[config.mk]
export PLATFORM = sky130hd
export DESIGN_NAME = mtsp_gscs_bank
export DESIGN_NICKNAME = d
export VERILOG_FILES = /design/src/rtl/mtsp_gscs_bank.sv
export SDC_FILE = /design/constraint.sdc
export NUM_CORES = 2
export LEC_CHECK = 0
export ABC_AREA = 1
export ABC_CLOCK_PERIOD_IN_PS = 11300
export BUFFER_PORTS_ARGS = -buffer_cell sky130_fd_sc_hd__buf_2
export CORE_ASPECT_RATIO = 1.4
export CORE_MARGIN = 2
export CORE_UTILIZATION = 30
export CTS_BUF_LIST = sky130_fd_sc_hd__clkbuf_4 sky130_fd_sc_hd__clkbuf_8
export CTS_CLUSTER_DIAMETER = 150
export CTS_CLUSTER_SIZE = 14
export DETAILED_ROUTE_END_ITERATION = 6
export GPL_ROUTABILITY_DRIVEN = 0
export GPL_TIMING_DRIVEN = 0
export PLACE_DENSITY = 0.59
export SLEW_MARGIN = 20
export SYNTH_ARGS = -nofsm -noshare
export SYNTH_HDL_FRONTEND = slang
export SYNTH_SLANG_ARGS = --single-unit
[constraint.sdc]
create_clock -name CLK -period 11.3 [get_ports CLK]
set_input_delay 1.13 -clock CLK [delete_from_list [all_inputs] [get_ports CLK]]
set_output_delay 1.13 -clock CLK [all_outputs]
set_load 0.05 [all_outputs]
[src/rtl/mtsp_gscs_bank.sv]
// rtl/mtsp_gscs_bank.sv - global scratch-counter bank, four 16-bit fetch-and-op lanes
// Lane l (0=X..3=W) lives at bit offset 16*(3-l); op nibbles at 4*(3-l) within a core's 16-bit field.
module mtsp_gscs_bank #(
    parameter int unsigned CORE_COUNT = 4
) (
    input  logic                       CLK,
    input  logic                       nRST,
    input  logic [CORE_COUNT-1:0]      REQ_nEN,
    input  logic [16*CORE_COUNT-1:0]   REQ_OP,
    input  logic [64*CORE_COUNT-1:0]   REQ_DATA,
    output logic [64*CORE_COUNT-1:0]   GSCs_DATA,
    input  logic                       HOST_nWE,
    input  logic [63:0]                HOST_DATA,
    output logic [63:0]                COUNTERS,
    output logic [3:0]                 OVF
);

    logic [63:0]              counter_q, counter_d;
    logic [3:0]               ovf_q, ovf_d;
    logic [64*CORE_COUNT-1:0] gdata_q, gdata_d;

    // Returns {wrap_flag, result}; wrap_flag is carry for add and borrow for sub.
    function automatic logic [16:0] lane_op(input logic [15:0] c, input logic [15:0] d,
                                            input logic [2:0] op);
        logic [16:0] r;
        r = {1'b0, c};
        case (op)
            3'd0: r = {1'b0, c};
            3'd1: r = {1'b0, c} + {1'b0, d};
            3'd2: r = {1'b0, c} - {1'b0, d};
            3'd3: r = {1'b0, d};
            3'd4: r = {1'b0, (d < c) ? d : c};
            3'd5: r = {1'b0, (d > c) ? d : c};
            3'd6: r = {1'b0, d};
            3'd7: r = 17'd0;
            default: r = {1'b0, c};
        endcase
        return r;
    endfunction

    always_comb begin
        logic [15:0] chain;
        logic [16:0] res;
        logic [3:0]  op;
        logic [15:0] opnd;
        logic [63:0] chained;
        logic [3:0]  ovf_set;
        chain   = '0;
        res     = '0;
        op      = '0;
        opnd    = '0;
        chained = '0;
        ovf_set = '0;
        gdata_d = gdata_q;
        for (int l = 0; l < 4; l++) begin
            chain = counter_q[16*(3-l) +: 16];
            for (int c = 0; c < int'(CORE_COUNT); c++) begin
                op   = REQ_OP[16*c + 4*(3-l) +: 4];
                opnd = REQ_DATA[64*c + 16*(3-l) +: 16];
                if (!REQ_nEN[c]) begin
                    gdata_d[64*c + 16*(3-l) +: 16] = chain;
                    if (op[3]) begin
                        res   = lane_op(chain, opnd, op[2:0]);
                        chain = res[15:0];
                        if (op[2:1] == 2'b00 || op[2:0] == 3'd2) begin
                            ovf_set[3-l] = ovf_set[3-l] | res[16];
                        end
                    end
                end
            end
            chained[16*(3-l) +: 16] = chain;
        end
        // Host load wins over the chain but returned values still come from the chain.
        if (!HOST_nWE) begin
            counter_d = HOST_DATA;
            ovf_d     = '0;
        end else begin
            counter_d = chained;
            ovf_d     = ovf_q | ovf_set;
        end
    end

    always_ff @(posedge CLK or negedge nRST) begin
        if (!nRST) begin
            counter_q <= '0;
            ovf_q     <= '0;
            gdata_q   <= '0;
        end else begin
            counter_q <= counter_d;
            ovf_q     <= ovf_d;
            gdata_q   <= gdata_d;
        end
    end

    assign COUNTERS  = counter_q;
    assign OVF       = ovf_q;
    assign GSCs_DATA = gdata_q;

endmodule

==> Word-level counts from Yosys, hierarchy flattened <==
Index checks and enable logic that the tools add are counted.
{ "totals": {"reg_bits": 324, "in_bits": 391, "output_inout_bits": 324, "word_cells": 413} }
{ "classes": {"addsub": 32, "magnitude_cmp": 32, "eq_ne": 112, "muxes": 154, "bitwise_logic": 13, "n_reduce_logical": 64} }
{ "ops": {"columns": ["op", "count"], "rows": [
  ["one-hot mux 17 bit (7 select lines)", 16],
  ["two-way mux 16 bit", 64],
  ["two-way mux 17 bit", 24],
  ["adder 16 x 16 -> 17 bit", 16],
  ["subtractor 16 x 16 -> 17 bit", 16],
  ["greater-than comparator 16 bit", 16],
  ["< comparator 16 bit", 16],
  ["== test 3 bit, second input constant", 64],
  ["== test 3 x 2 -> 1 bit, second input constant", 32],
  ["two-way mux 64 bit", 1],
  ["== test 3 x 1 -> 1 bit, second input constant", 16],
  ["zero test 3 bit", 16],
  ["two-way mux 1 bit", 48],
  ["zero test 2 bit", 16],
  ["OR reduction 2 bit", 16],
  ["logical OR 1 bit", 16],
  ["OR 1 bit", 12],
  ["two-way mux 4 bit", 1],
  ["OR 4 bit", 1]
]} }

==> Logic depth before layout (Yosys ltp) <==
{ "logic_depth": {"ltp_word": 30, "depth_mapped": 73, "mapped_depth_nobuf": 72} }

==> Least setup slack after synthesis <==
No wires, ideal clock.
{ "synth_timing": {"path_kind": "input to register", "start": "in REQ_DATA[54]", "end": "reg counter_q[53], in the netlist COUNTERS[53]", "setup_ns": 0.066, "t_arrival_ns": 8.800, "required_time_ns": 11.234, "path_slack_ns": 2.434, "cell_stages": 62, "path_buffers": 2, "cell_sequence": "inv_1 > ha_1 > buf_4 > nand2_2 > nor2_2 > inv_2 > nor2_2 > nand2_1 > nand3_2 > nand2_2 > nand2_4 > nand2_4 > nand2_2 > nand2_4 > nor2_8 > inv_2 > nand2_1 > inv_1 > [26 not listed] > inv_1 > ha_1 > inv_1 > nor2_1 > a21oi_1 > nand3_2 > a21oi_1 > o21bai_2 > a21boi_1 > nor2_1 > or2_4 > nand2_4 > inv_1 > o21ai_0 > nand2_1 > nand3_1 > o211ai_1 > nand2_1"} }
{ "synth_via": {"elab_chain_len": 27, "word_cells_on_any_way": 43} }
{ "synth_lines": {"columns": ["element", "line", "rtl"], "rows": [
  ["start: declaration", "10", "input logic [64*CORE_COUNT-1:0] REQ_DATA,"],
  ["greater-than comparator 16 bit / < comparator 16 bit (equally long branches)", "33, 32", null],
  ["two-way mux 16 bit (on tied branches)", "33, 32", null],
  ["one-hot mux 17 bit (7 select lines) (*)", "27", "case (op)"],
  ["two-way mux 16 bit (*)", "62", "if (op[3]) begin"],
  ["two-way mux 16 bit (*)", "60", "if (!REQ_nEN[c]) begin"],
  ["greater-than comparator 16 bit / < comparator 16 bit (equally long branches)", "33, 32", null],
  ["two-way mux 16 bit (on tied branches)", "33, 32", null],
  ["one-hot mux 17 bit (7 select lines)", "27", null],
  ["[12 not listed]", null, null],
  ["two-way mux 16 bit (on tied branches)", "33, 32", null],
  ["one-hot mux 17 bit (7 select lines)", "27", null],
  ["two-way mux 17 bit", "62", null],
  ["two-way mux 17 bit", "60", null],
  ["two-way mux 16 bit", "62", null],
  ["two-way mux 16 bit (*)", "60", null],
  ["two-way mux 64 bit (*)", "74", "if (!HOST_nWE) begin"],
  ["named net counter_d[53]", "18", "logic [63:0] counter_q, counter_d;"],
  ["end signal: assignment", "89", "counter_q <= counter_d;"],
  ["end: declaration", "18", null]
]} }
Mark *: on every way through the listed nets, which the timed path passes. The rest lies on a longest branch. The select of a mux whose other input is x is not followed.
A chain may end at the register's enable or synchronous reset.

==> Worst setup path after layout <==
{ "layout_timing": {"start": "in REQ_DATA[12]", "end": "reg counter_q[8], in the netlist COUNTERS[8]"} }
Same word-level chain as after synthesis.

==> impl_metrics.csv <==
group,metric,value,unit
global_route,antenna_found_initial,117,
route,drt-pass1-iter-count,7,
synthesis,synth_area,49700,sq um
synthesis,yosys_warnings,0,
critical_path,crit_path_start_kind,"input port",
synthesis,synth_edf_count,0,
timing,fin_tns_setup,0,ns
timing,setup_viol,0,
placed_design,hpwl,229,mm
clock_tree,cts.clk_slew.worst_paths,0.13,ns
critical_path,crit_family,"compound AO/OA/AOI/OAI gates",
global_route,grt_pass1_wl,387,mm
synthesis,yosys_register_bits,324,
layout,synthToLayoutAreaGrowth,15.4,%
synthesis,synth.distinct_cells,84,
floorplanning,die_w,348,microns
power,pwr-share-comb,69.1,%
power,max-vdd-ir-drop,103,uV
clock_tree,cts_tree,"yes",
clock_tree,cts_sinks,324,
synthesis,syn_area_per_cell,5.99,sq um
timing,period_needed,10.87,ns
power,p_int,3.02,mW
global_route,grtUsageTotal,30.7,%
critical_path,critPathArrivalTime,11.53,ns
floorplanning,core,164000,sq um
power,leakage,30.1,nW
floorplanning,initial_core_util,30.2,%
placed_design,port_buffers,709,
power,seqPwrFrac,20.3,%
timing,max_slew_margin,17.7,%
synthesis,ys_seq_area_share,16.3,%
layout,multiInputGateArea,36200,sq um
floorplanning,ios,715,
clock_tree,numCtsBuffers,28,
layout,drive_gt1_share,14.1,%
floorplanning,dieHeight,486,microns
layout,final_nets,9994,
layout,final_area,57400,sq um
route,drtAntennaViolNets,0,
route,wl_per_cell,24.3,microns
synthesis,async_reset_ff_share,100,%
power,power_switching,4.69,mW
synthesis,synth_area_leaders,"dfrtp_1, nand2_1, ha_1",
route,vias_per_cell,5.63,
critical_path,cpPeakStageDelay,0.80,ns
critical_path,crit_required,11.96,ns
clock_tree,cts_root_buf,"clkbuf_8",
critical_path,crit_buf_inv,9,
layout,regArea,8130,sq um
timing,slew_violations,0,
route,vias,63200,
clock_tree,cts.path.max_buffers,3,
timing,post-route-period-util,96.2,%
min_path,min_path_type,"input port to asynchronous set/reset pin",
synthesis,synth_ff_type,"dfrtp_1",
floorplanning,rows,176,
power,power,7.71,mW
run_status,violations,"design-rule violations",
clock_tree,clk_latency,0.81,ns
timing,worstMarginPinSlew,1.23,ns
timing,finalHoldViolCount,0,
timing,finalClockSkew,0.0474,ns
flow_run,drv_cap,0,
power,power_per_cell_area,134,nW/um^2
clock_tree,cts_htree_levels,1,
synthesis,yosys.area.top_type,"dfrtp_1",
placed_design,placed_area,56300,sq um
critical_path,worstPathMaxFanout,10,
floorplanning,die_area,169000,sq um
clock_tree,hold_buffers,0,
layout,fill_cells,18300,
power,swShare,60.8,%
synthesis,yosysTopAreaCellShare,16.3,%
route,drt_iter0_markers,6532,
synthesis,synthesis.nets,9242,
synthesis,syn_inst,8307,
route,drt-total-wl,273,mm
global_route,grt_pass1_vias,59200,
run_status,status,"finished, violations left",
critical_path,slowest_stage,"a2111oi_0",
power,power_frac_clock,10.5,%
critical_path,worstSetupPathType,"input port to flip-flop",
global_route,grt-ovfl-total,0,
global_route,grt_max_degree,82,
timing,max_freq,0.0920,GHz
route,remaining_drc_errors,14,
critical_path,critPathCaptureType,"flip-flop",
per-stage QoR:
stage                     worst slack (ns)  utilization (%)  instances  hold WS [ns]
after floorplan                       2.43                -       8307         0.760
after global placement              -0.956             34.0      11200         0.460
after detailed placement            -0.765             34.2      11200         0.463
after CTS                          0.00976             34.5      11200         0.262
after global routing               -0.0550             34.9      11200         0.321
final                                0.426             34.9      11200         0.277
registers in the layout (all words and copies together), names as in the netlist:
name       count
COUNTERS      64
GSCs_DATA    256
OVF            4
synthesized netlist by cell type, drive strengths merged (2+ instances only):
library cell	number
a2111oi	18
a211oi	29
a21boi	22
a21o	22
a21oi	760
a221oi	18
a22oi	6
a311oi	8
a31o	2
a31oi	116
a32oi	2
and2	6
and3	4
buf	94
clkbuf	163
clkinv	18
dfrtp	324
fa	32
ha	512
inv	1243
nand2	2170
nand3	597
nand3b	14
nand4	77
nor2	606
nor3	147
nor3b	3
nor4	26
o2111ai	42
o211ai	78
o21a	9
o21ai	910
o21bai	54
o221a	2
o221ai	23
o22ai	33
o311ai	2
o31ai	10
or2	60
xnor2	2
xor2	33
power by group through the flow:
stage          Sequential (mW)  Clock (mW)  Combinational (mW)
2_1_floorplan             2.14           0                2.84
3_3_place_gp              1.57           0                5.04
3_5_place_dp              1.57           0                5.11
4_1_cts                   1.55       0.839                5.13
5_1_grt                   1.58       0.865                5.78
6_report                  1.57       0.810                5.33
path summary, 6_finish.rpt:
| path | endpoint | cells after the start | slack [ns] | start |
|---|---|---|---|---|
| worst max-delay path | COUNTERS[8] | 48 | 0.43 | REQ_DATA[12] |
| worst min-delay path | GSCs_DATA[6] | 1 | 0.28 | nRST |
| worst max register to register | COUNTERS[8] | 50 | 0.45 | COUNTERS[2] |
| worst min register to register | GSCs_DATA[33] | 2 | 0.49 | GSCs_DATA[33] |
| max in group asynchronous | GSCs_DATA[104] | 3 | 9.67 | nRST |
| min in group CLK | GSCs_DATA[33] | 2 | 0.49 | GSCs_DATA[33] |
metal layers:
layer	vias to the layer above	routed length (microns)	global-route usage (%)
li1	29200	-	-
met2	3744	116000	48.2
met3	937	35200	11.8
met5	-	762	0
met4	114	19100	18.0
met1	29200	102000	35.4
layout make-up:
cell class	count	area share, %
multi-input combinational	6465	63.1
sequential	324	14.2
inverter	1261	8.26
timing repair buffer	733	6.82
tap	2136	4.65
buffer	245	2.02
clock buffer	30	0.719
antenna	36	0.157
clock inverter	5	0.100
timing repair inverter	1	0.0131
logic make-up (layout without fill, tap and decap cells):
group	after synthesis	after routing	synth area share (%)
other	0	36	0
AND/OR/NAND/NOR	3713	3713	32.1
adder cells (fa/ha/maj)	544	544	14.2
flip-flops	324	324	16.3
buffers and inverters	1518	2275	11.9
AO/OA/AOI/OAI	2173	2173	25.0
XOR/XNOR	35	35	0.616
cells in the final DEF, fill, tap and decap left out, drive strengths merged, types with 116 or more instances in the layout:
cell / count
nand2: 2170
nor3: 147
ha: 512
o21ai: 910
nand3: 597
a21oi: 760
nor2: 606
a31oi: 116
clkbuf: 182
dfrtp: 324
buf: 826
inv: 1244
what timing repair did:
| action | 4_1_cts | 5_1_grt |
|---|---|---|
| endpoints found under the setup margin | 4 | 68 |
| buffers inserted | 0 | 11 |
| pin swaps | 0 | 10 |
| resized for setup | 1 | 170 |
| cloned | 0 | 1 |
No activity file was read; power rests on OpenSTA's default activity.
